`src/rtl/argmax_pkg.sv`:
```
// Shared types and default sizing for the argmax classifier output stage.
// These defaults are also used by the final-layer wrapper.
package argmax_pkg;

    typedef enum logic [1:0] {
        IDLE,
        SCAN,
        DONE
    } state_t;

    localparam int N_IN_DEF   = 30;
    localparam int DATA_W_DEF = 8;

endpackage

```
`src/rtl/argmax_cmp.sv`:
```
// Combinational signed compare-and-select for one scan step.
// Tracks the runner-up as well when ARGMAX_MARGIN_EN is defined.
module argmax_cmp #(
    parameter int DATA_W = 8,
    parameter int IDX_W  = 5
) (
    input  logic signed [DATA_W-1:0] cand_val_i,
    input  logic        [IDX_W-1:0]  cand_idx_i,
    input  logic signed [DATA_W-1:0] best_val_i,
    input  logic        [IDX_W-1:0]  best_idx_i,
    output logic signed [DATA_W-1:0] best_val_o,
    output logic        [IDX_W-1:0]  best_idx_o
`ifdef ARGMAX_MARGIN_EN
    ,
    input  logic signed [DATA_W-1:0] run_val_i,
    output logic signed [DATA_W-1:0] run_val_o
`endif
);

    logic take;

    // Strict greater-than: on ties the earlier (lower) index is kept.
    assign take = (cand_val_i > best_val_i);

    always_comb begin
        best_val_o = take ? cand_val_i : best_val_i;
        best_idx_o = take ? cand_idx_i : best_idx_i;
    end

`ifdef ARGMAX_MARGIN_EN
    always_comb begin
        if (take) begin
            run_val_o = best_val_i;
        end else if (cand_val_i > run_val_i) begin
            run_val_o = cand_val_i;
        end else begin
            run_val_o = run_val_i;
        end
    end
`endif

endmodule

```
`src/rtl/argmax_out.sv`:
```
// Snapshots N_IN signed activations on start, scans them one per clock and
// reports the argmax with a one-cycle valid strobe. Optional ARGMAX_MARGIN_EN adds max minus runner-up.
module argmax_out
    import argmax_pkg::*;
#(
    parameter int N_IN   = N_IN_DEF,
    parameter int DATA_W = DATA_W_DEF,
    parameter int IDX_W  = $clog2(N_IN)
) (
    input  logic                     clk,
    input  logic                     reset,
    input  logic                     start,
    input  logic [N_IN*DATA_W-1:0]   in_flat,
    output logic                     busy,
    output logic                     class_valid,
    output logic [IDX_W-1:0]         class_idx,
    output logic [DATA_W-1:0]        max_val
`ifdef ARGMAX_MARGIN_EN
    ,
    output logic [DATA_W:0]          margin
`endif
);

    localparam logic [IDX_W-1:0] LAST_IDX = IDX_W'(N_IN - 1);

    state_t state_q, state_d;

    logic signed [DATA_W-1:0] snap_q [N_IN];
    logic signed [DATA_W-1:0] snap_d [N_IN];
    logic signed [DATA_W-1:0] best_val_q, best_val_d;
    logic [IDX_W-1:0]         best_idx_q, best_idx_d;
    logic [IDX_W-1:0]         idx_q, idx_d;
    logic                     valid_q, valid_d;
    logic [IDX_W-1:0]         class_idx_q, class_idx_d;
    logic [DATA_W-1:0]        max_val_q, max_val_d;

    logic signed [DATA_W-1:0] cmp_val;
    logic [IDX_W-1:0]         cmp_idx;

`ifdef ARGMAX_MARGIN_EN
    logic signed [DATA_W-1:0] run_q, run_d, cmp_run;
    logic [DATA_W:0]          margin_q, margin_d;
`endif

    argmax_cmp #(
        .DATA_W (DATA_W),
        .IDX_W  (IDX_W)
    ) u_cmp (
        .cand_val_i (snap_q[idx_q]),
        .cand_idx_i (idx_q),
        .best_val_i (best_val_q),
        .best_idx_i (best_idx_q),
        .best_val_o (cmp_val),
        .best_idx_o (cmp_idx)
`ifdef ARGMAX_MARGIN_EN
        ,
        .run_val_i  (run_q),
        .run_val_o  (cmp_run)
`endif
    );

    always_ff @(posedge clk or posedge reset) begin
        if (reset) begin
            state_q <= IDLE;
        end else begin
            state_q <= state_d;
        end
    end

    always_comb begin
        state_d = state_q;
        case (state_q)
            IDLE:    if (start) state_d = SCAN;
            SCAN:    if (idx_q == LAST_IDX) state_d = DONE;
            DONE:    state_d = IDLE;
            default: state_d = IDLE;
        endcase
    end

    always_comb begin
        busy        = (state_q != IDLE);
        class_valid = valid_q;
        class_idx   = class_idx_q;
        max_val     = max_val_q;
`ifdef ARGMAX_MARGIN_EN
        margin      = margin_q;
`endif
    end

    always_comb begin
        snap_d      = snap_q;
        best_val_d  = best_val_q;
        best_idx_d  = best_idx_q;
        idx_d       = idx_q;
        valid_d     = 1'b0;
        class_idx_d = class_idx_q;
        max_val_d   = max_val_q;
`ifdef ARGMAX_MARGIN_EN
        run_d       = run_q;
        margin_d    = margin_q;
`endif
        case (state_q)
            IDLE: begin
                if (start) begin
                    for (int unsigned i = 0; i < N_IN; i++) begin
                        snap_d[i] = in_flat[i*DATA_W +: DATA_W];
                    end
                    best_val_d = in_flat[DATA_W-1:0];
                    best_idx_d = '0;
                    idx_d      = IDX_W'(1);
`ifdef ARGMAX_MARGIN_EN
                    // Runner-up starts at the most negative value so any element displaces it.
                    run_d      = {1'b1, {(DATA_W-1){1'b0}}};
`endif
                end
            end
            SCAN: begin
                best_val_d = cmp_val;
                best_idx_d = cmp_idx;
                idx_d      = idx_q + IDX_W'(1);
`ifdef ARGMAX_MARGIN_EN
                run_d      = cmp_run;
`endif
            end
            DONE: begin
                valid_d     = 1'b1;
                class_idx_d = best_idx_q;
                max_val_d   = best_val_q;
`ifdef ARGMAX_MARGIN_EN
                margin_d    = {best_val_q[DATA_W-1], best_val_q} - {run_q[DATA_W-1], run_q};
`endif
            end
            default: ;
        endcase
    end

    always_ff @(posedge clk or posedge reset) begin
        if (reset) begin
            for (int unsigned i = 0; i < N_IN; i++) begin
                snap_q[i] <= '0;
            end
            best_val_q  <= '0;
            best_idx_q  <= '0;
            idx_q       <= '0;
            valid_q     <= 1'b0;
            class_idx_q <= '0;
            max_val_q   <= '0;
`ifdef ARGMAX_MARGIN_EN
            run_q       <= '0;
            margin_q    <= '0;
`endif
        end else begin
            snap_q      <= snap_d;
            best_val_q  <= best_val_d;
            best_idx_q  <= best_idx_d;
            idx_q       <= idx_d;
            valid_q     <= valid_d;
            class_idx_q <= class_idx_d;
            max_val_q   <= max_val_d;
`ifdef ARGMAX_MARGIN_EN
            run_q       <= run_d;
            margin_q    <= margin_d;
`endif
        end
    end

endmodule
```
`config.mk`:
```
export PLATFORM = sky130hd
export DESIGN_NAME = argmax_out
export DESIGN_NICKNAME = d
export VERILOG_FILES = /design/src/rtl/argmax_pkg.sv /design/src/rtl/argmax_cmp.sv /design/src/rtl/argmax_out.sv
export SDC_FILE = /design/constraint.sdc
export NUM_CORES = 1
export LEC_CHECK = 0
export ABC_AREA = 1
export ABC_CLOCK_PERIOD_IN_PS = 12450
export CAP_MARGIN = 30
export CORE_MARGIN = 4
export CORE_UTILIZATION = 64
export CTS_CLUSTER_SIZE = 16
export DETAILED_ROUTE_END_ITERATION = 10
export DONT_BUFFER_PORTS = 1
export GPL_ROUTABILITY_DRIVEN = 0
export GPL_TIMING_DRIVEN = 0
export PLACE_DENSITY = 0.87
export SETUP_SLACK_MARGIN = 0.02
export SYNTH_ARGS = -nofsm -noshare
export SYNTH_HDL_FRONTEND = slang
export SYNTH_SLANG_ARGS = --single-unit
```
`constraint.sdc`:
```
create_clock -name clk -period 12.45 [get_ports clk]
set_input_delay 1.8675 -clock clk [delete_from_list [all_inputs] [get_ports clk]]
set_output_delay 1.8675 -clock clk [all_outputs]
set_load 0.02 [all_outputs]
```
## Word level (Yosys, flattened, before mapping)

Cells that the tools add are included.

- Mux-type cells: 15
- Shifts and indexed selects: 0
- Order comparisons: 2
- Equality and inequality tests: 6
- Add/subtract/negate cells: 1
- Multipliers: 0
- Div/mod/pow operators: 0
- Reductions and logical operators: 7
- Bitwise operators: 1

Operators with widths:

| kind | count |
|---|---|
| $bmux W8 S5 | 1 |
| $mux W8 | 4 |
| $pmux W5 S2 | 2 |
| $pmux W8 S2 | 1 |
| $mux W5 | 3 |
| $gt A8 B8 Y1 | 1 |
| $ge A6 B6 Y1 const B | 1 |
| $not A5 Y6 | 1 |
| $reduce_and A2 Y1 | 3 |
| $add A5 B1 Y5 const B | 1 |
| $eq A5 B5 Y1 const B | 1 |
| $mux W2 | 2 |
| $ne A2 B2 Y1 const B | 2 |
| $pmux W2 S2 | 1 |
| $reduce_bool A2 Y1 | 2 |
| $reduce_and A3 Y1 | 1 |
| $eq A2 B1 Y1 const B | 1 |
| $eq A2 B2 Y1 const B | 1 |
| $logic_not A2 Y1 | 1 |
| $ne A2 B1 Y1 const B | 1 |
| $mux W1 | 1 |

- Bits in writable memories: 0
- Output and inout port bits: 15
- Memories: 0
- Register bits after elaboration: 274
- ROM bits: 0
- Input port bits: 243
- Word-level logic and storage cells: 69
- Latch bits: 0

## Depth between registers and ports, before layout

- Depth in word-level cells: 7
- Gate-level depth with buffers: 23
- Depth with buffers taken out: 21

## Modules after synthesis

From an unflattened synthesis, not the netlist that was laid out.

- Cells, all modules: 1828
- Area total of the unflattened synthesis: 13676.9 sq um

By module, submodules not included:

| module | cells each | area each (sq um) | sequential area each (sq um) | instances |
|---|---|---|---|---|
| argmax_out | 1746 | 13235.2 | 6856.6 | 1 |
| argmax_cmp | 82 | 441.7 | 0.0 | 1 |

## Worst setup path before layout

OpenSTA, ideal clock, no wires.

- Path kind: input to register
- From: input start
- To: register snap_q[100] (netlist name)
- Slack: 9.764 ns
- Arrival time: 2.556 ns
- Stages on the path: 5
- Buffers on the path: 2
- Library setup time: 0.130 ns
- Required time: 12.320 ns
- Path through: nand2_1 inv_2 buf_2 clkbuf_1 o21ai_0

- Longest elaborated chain between the ends: 1

RTL lines:

| what | line | source |
|---|---|---|
| start, declared | argmax_out.sv:12 | `input logic start,` |
| $reduce_and A2 Y1 (no line) | - |  |
| end signal, assigned | argmax_out.sv:153 | `snap_q <= snap_d;` |
| end, declared | argmax_out.sv:28 | `logic signed [DATA_W-1:0] snap_q [N_IN];` |

No other way between the ends.
A chain may end at the register's enable or synchronous reset.

## Worst setup path in the final report

- From: register idx_q[0]
- To: register best_idx_q[0]

- Longest elaborated chain between the ends: 7
- Elaborated cells on any way between the ends: 9
- Those cells by class: order compare (1); eq/ne (1); mux (5); bitwise (1); reduce/logical (1)

RTL lines:

| what | line | source |
|---|---|---|
| start, declared | argmax_out.sv:32 | `logic [IDX_W-1:0] idx_q, idx_d;` |
| start signal, assigned | argmax_out.sv:156 | `idx_q <= idx_d;` |
| $not A5 Y6 (not written as such) | argmax_out.sv:49 | `.cand_val_i (snap_q[idx_q]),` |
| $bmux W8 S5 | argmax_out.sv:49 |  |
| $mux W8 (not written as such) (2 in a row) | argmax_out.sv:49 |  |
| $gt A8 B8 Y1 | argmax_cmp.sv:23 | `assign take = (cand_val_i > best_val_i);` |
| $ne A2 B1 Y1 (no line) | - |  |
| $reduce_and A3 Y1 (no line) | - |  |
| end signal, assigned | argmax_out.sv:155 | `best_idx_q <= best_idx_d;` |
| end, declared | argmax_out.sv:31 | `logic [IDX_W-1:0] best_idx_q, best_idx_d;` |

Parallel ways exist; a longest one is shown, timed or not. The select of a mux whose other input is x is not followed.

==> results.py <==
metrics = {
    "yosys": {
        "synth.yosys.warnings": 0,
        "synth_cell_type_count": 18,
        "ys_seq_area_share_pct": 51.57,
        "synth_nets": 2063,
        "netlist_area_sq_um": 13300,
        "synth_cells": 1810,
        "avgSynthCellArea_sq_um": 7.346,
        "ys_seq_elements": 274,
    },
    "cts": {
        "clock_sinks": 274,
        "clock_latency_ns": 0.54,
        "ctsHoldBuffers": 0,
        "numCtsBuffers": 28,
        "cts.path.max_buffers": 3,
        "cts_tree": "done",
        "post_cts_buffers": 0,
        "ctsResizeCount": 0,
        "root_buffer": "clkbuf_16",
        "clk_pin_slew_ns": 0.06,
        "h-tree-depth": 1,
    },
    "drt": {
        "wl_per_cell_microns": 18.22,
        "drt-initial-drc-count": 1056,
        "via_count": 12000,
        "drc_errors": 0,
        "ant_nets": 0,
        "viasPerCell": 5.621,
        "dr.pass1.iters": 6,
        "wirelength_mm": 38.89,
    },
    "die": {
        "core_sq_um": 20360,
        "rows": 52,
        "ios": 258,
        "initial_core_util_pct": 65.29,
        "fp.dieH_microns": 152.1,
        "dieWidth_microns": 152.1,
        "die_area_sq_um": 23150,
    },
    "timing": {
        "final.period_utilization_pct": 28.08,
        "fin_tns_setup_ns": 0,
        "rsz0062_at_grt": "no",
        "drv_slew": 0,
        "setup_viol": 0,
        "clock.fmax_mhz": 286.1,
        "relSlewSlack_pct": 50.97,
        "whs_ns": 0.4794,
        "fin_crit_ns": 3.495,
        "fin_skew_ns": 0.007729,
        "hold_violations": 0,
        "tightest_slew_ns": 0.7354,
    },
    "global_routing": {
        "grt_max_degree": 107,
        "grt_remaining_overflow": 0,
        "grt_usage_pct": 32.94,
        "antenna_found_initial": 2,
        "grt_pass1_vias": 11860,
        "grt_pass1_wl_mm": 61.34,
    },
    "hold_path": {
        "hold_start": "snap_q[121]$_DFFE_PP0P_",
        "hold_depth": 2,
        "min_path_type": "reg -> reg",
        "hold_path_end": "snap_q[121]$_DFFE_PP0P_",
    },
    "worst_setup_path": {
        "cp_num_buf_inv": 5,
        "reg2reg_to": "best_idx_q[0]$_DFFE_PP0P_",
        "cpLargestDelayFamily": "simple AND/OR/NAND/NOR gates",
        "crit_path_end_kind": "flop",
        "rr_worst_depth": 22,
        "path_class": "reg -> reg",
        "cpPeakStageDelay_ns": 0.59,
        "r2r-start": "idx_q[0]$_DFFE_PP0P_",
        "slowest_stage": "clkbuf_1",
        "crit_chain": "inv_2, clkbuf_1, nand2_1, nand3_1, nand2_1, nand2_1, nand2_1, inv_1, nand2_1, nand2_1, inv_1, ha_1, a21oi_1, o21ai_0, nand2_1, nand2_1, nand2_1, nand3_1, nand2_1, buf_2, nand2_1, nand2_1",
        "crit_arrival_ns": 3.97,
        "path_common_cell": "nand2_1",
        "crit_fanout": 10,
        "required_ns": 12.93,
        "startpoint_type": "flop",
        "reg2reg_slack_ns": 8.95,
    },
    "power": {
        "vdd_drop_max_mv": 0.1796,
        "pwr_density_cell_nw_per_um2": 290.1,
        "p_leak_nw": 7.637,
    },
    "finish": {
        "syn_to_final_growth_pct": 9.608,
        "drive_gt1_share_pct": 6.119,
        "final_cell_mix": "nand2_1 (759), dfrtp_1 (274), inv_1 (220)",
        "final_common_cell": "nand2_1",
        "final_nets": 2095,
    },
    "placed_design": {
        "dp_hpwl_mm": 29.04,
        "io_buffer_count": 0,
    },
    "outcome": {
        "status": "finished, final reports clean",
    },
    "flow_run": {
        "maxCapViolations": 0,
    },
}
## cell usage after synthesis (all sizes together)
master	number	area share (%)
nand3	162	6.1
o21ai	211	7.9
nor4	1	0.047
buf	67	2.5
inv	225	6.4
o21a	1	0.056
a21oi	14	0.53
nand2	759	21
ha	10	0.94
clkbuf	37	1.0
nor2	47	1.4
clkinv	2	0.056
dfrtp	274	52
## sequential cells by signal (all words and copies together) (netlist names)
register and count:
class_idx 5, best_val_q 8, best_idx_q 5, idx_q 5, max_val 8, state_q 2, snap_q 240, class_valid 1
## tightest hold or removal path, cell delays in order, from the launching register on
cell	delay [ns]
dfrtp_1	0.34
nand2_1	0.05
nand2_1	0.05
## cell type report
cell class	instances	area [sq um]
Clock buffer	46	849.6
Timing Repair Buffer	2	55.05
Antenna cell	1	2.502
Buffer	104	476.7
Tap cell	270	337.8
Fill cell	1598	5791
Clock inverter	5	25.02
Sequential cell	274	6857
Inverter	227	859.6
Multi-Input combinational cell	1205	5111
## logic make-up (layout without fill, tap and decap cells)
group	count (synthesis)	after routing	synth area share, %
AND/OR/NAND/NOR	969	969	28.97
buffers and inverters	331	384	9.993
flip-flops	274	274	51.57
AO/OA/AOI/OAI	226	226	8.525
adder cells (fa/ha/maj)	10	10	0.9410
other	0	1	0
## worst max-delay path by stage
stage	from	end	slack [ns]	cells after the start
after floorplan	reset	best_idx_q[0]$_DFFE_PP0P_	3.03	1
after global placement	reset	class_idx[4]$_DFFE_PP0P_	0.43	1
after detailed placement	idx_q[0]$_DFFE_PP0P_	best_idx_q[0]$_DFFE_PP0P_	9.10	21
after CTS	idx_q[0]$_DFFE_PP0P_	best_idx_q[0]$_DFFE_PP0P_	9.07	21
after global routing	idx_q[0]$_DFFE_PP0P_	best_idx_q[0]$_DFFE_PP0P_	8.68	22
final	idx_q[0]$_DFFE_PP0P_	best_idx_q[0]$_DFFE_PP0P_	8.95	22
## report_power, final
part	total, mW	switching [mW]	leakage, nW	internal, mW
clock	0.802	0.339	0.433	0.462
combinational	1.97	1.35	3.84	0.618
sequential	1.46	0.153	3.36	1.31
## metrics by stage
step	std cells	utilization (%)	worst slack, ns	total power [mW]	cell area, sq um
finish	2134	71.57	8.955	4.228	14570
floorplan	1810	-	3.030	2.814	13300
CTS	2133	71.55	9.071	4.197	14570
global placement	2080	66.95	0.4340	3.291	13630
global route	2134	71.57	8.685	4.563	14570
detailed placement	2082	67.26	9.102	3.376	13700
## layer usage
metal / up-vias / share of wire (%) / track usage (%)
li1: 5622 / - / -
met1: 5690 / 39 / 44.67
met2: 592 / 46 / 51.55
met3: 92 / 11 / 8.577
met4: 0 / 4.2 / 12.71
met5: - / 0 / 0
No activity file was read; power rests on OpenSTA's default activity.
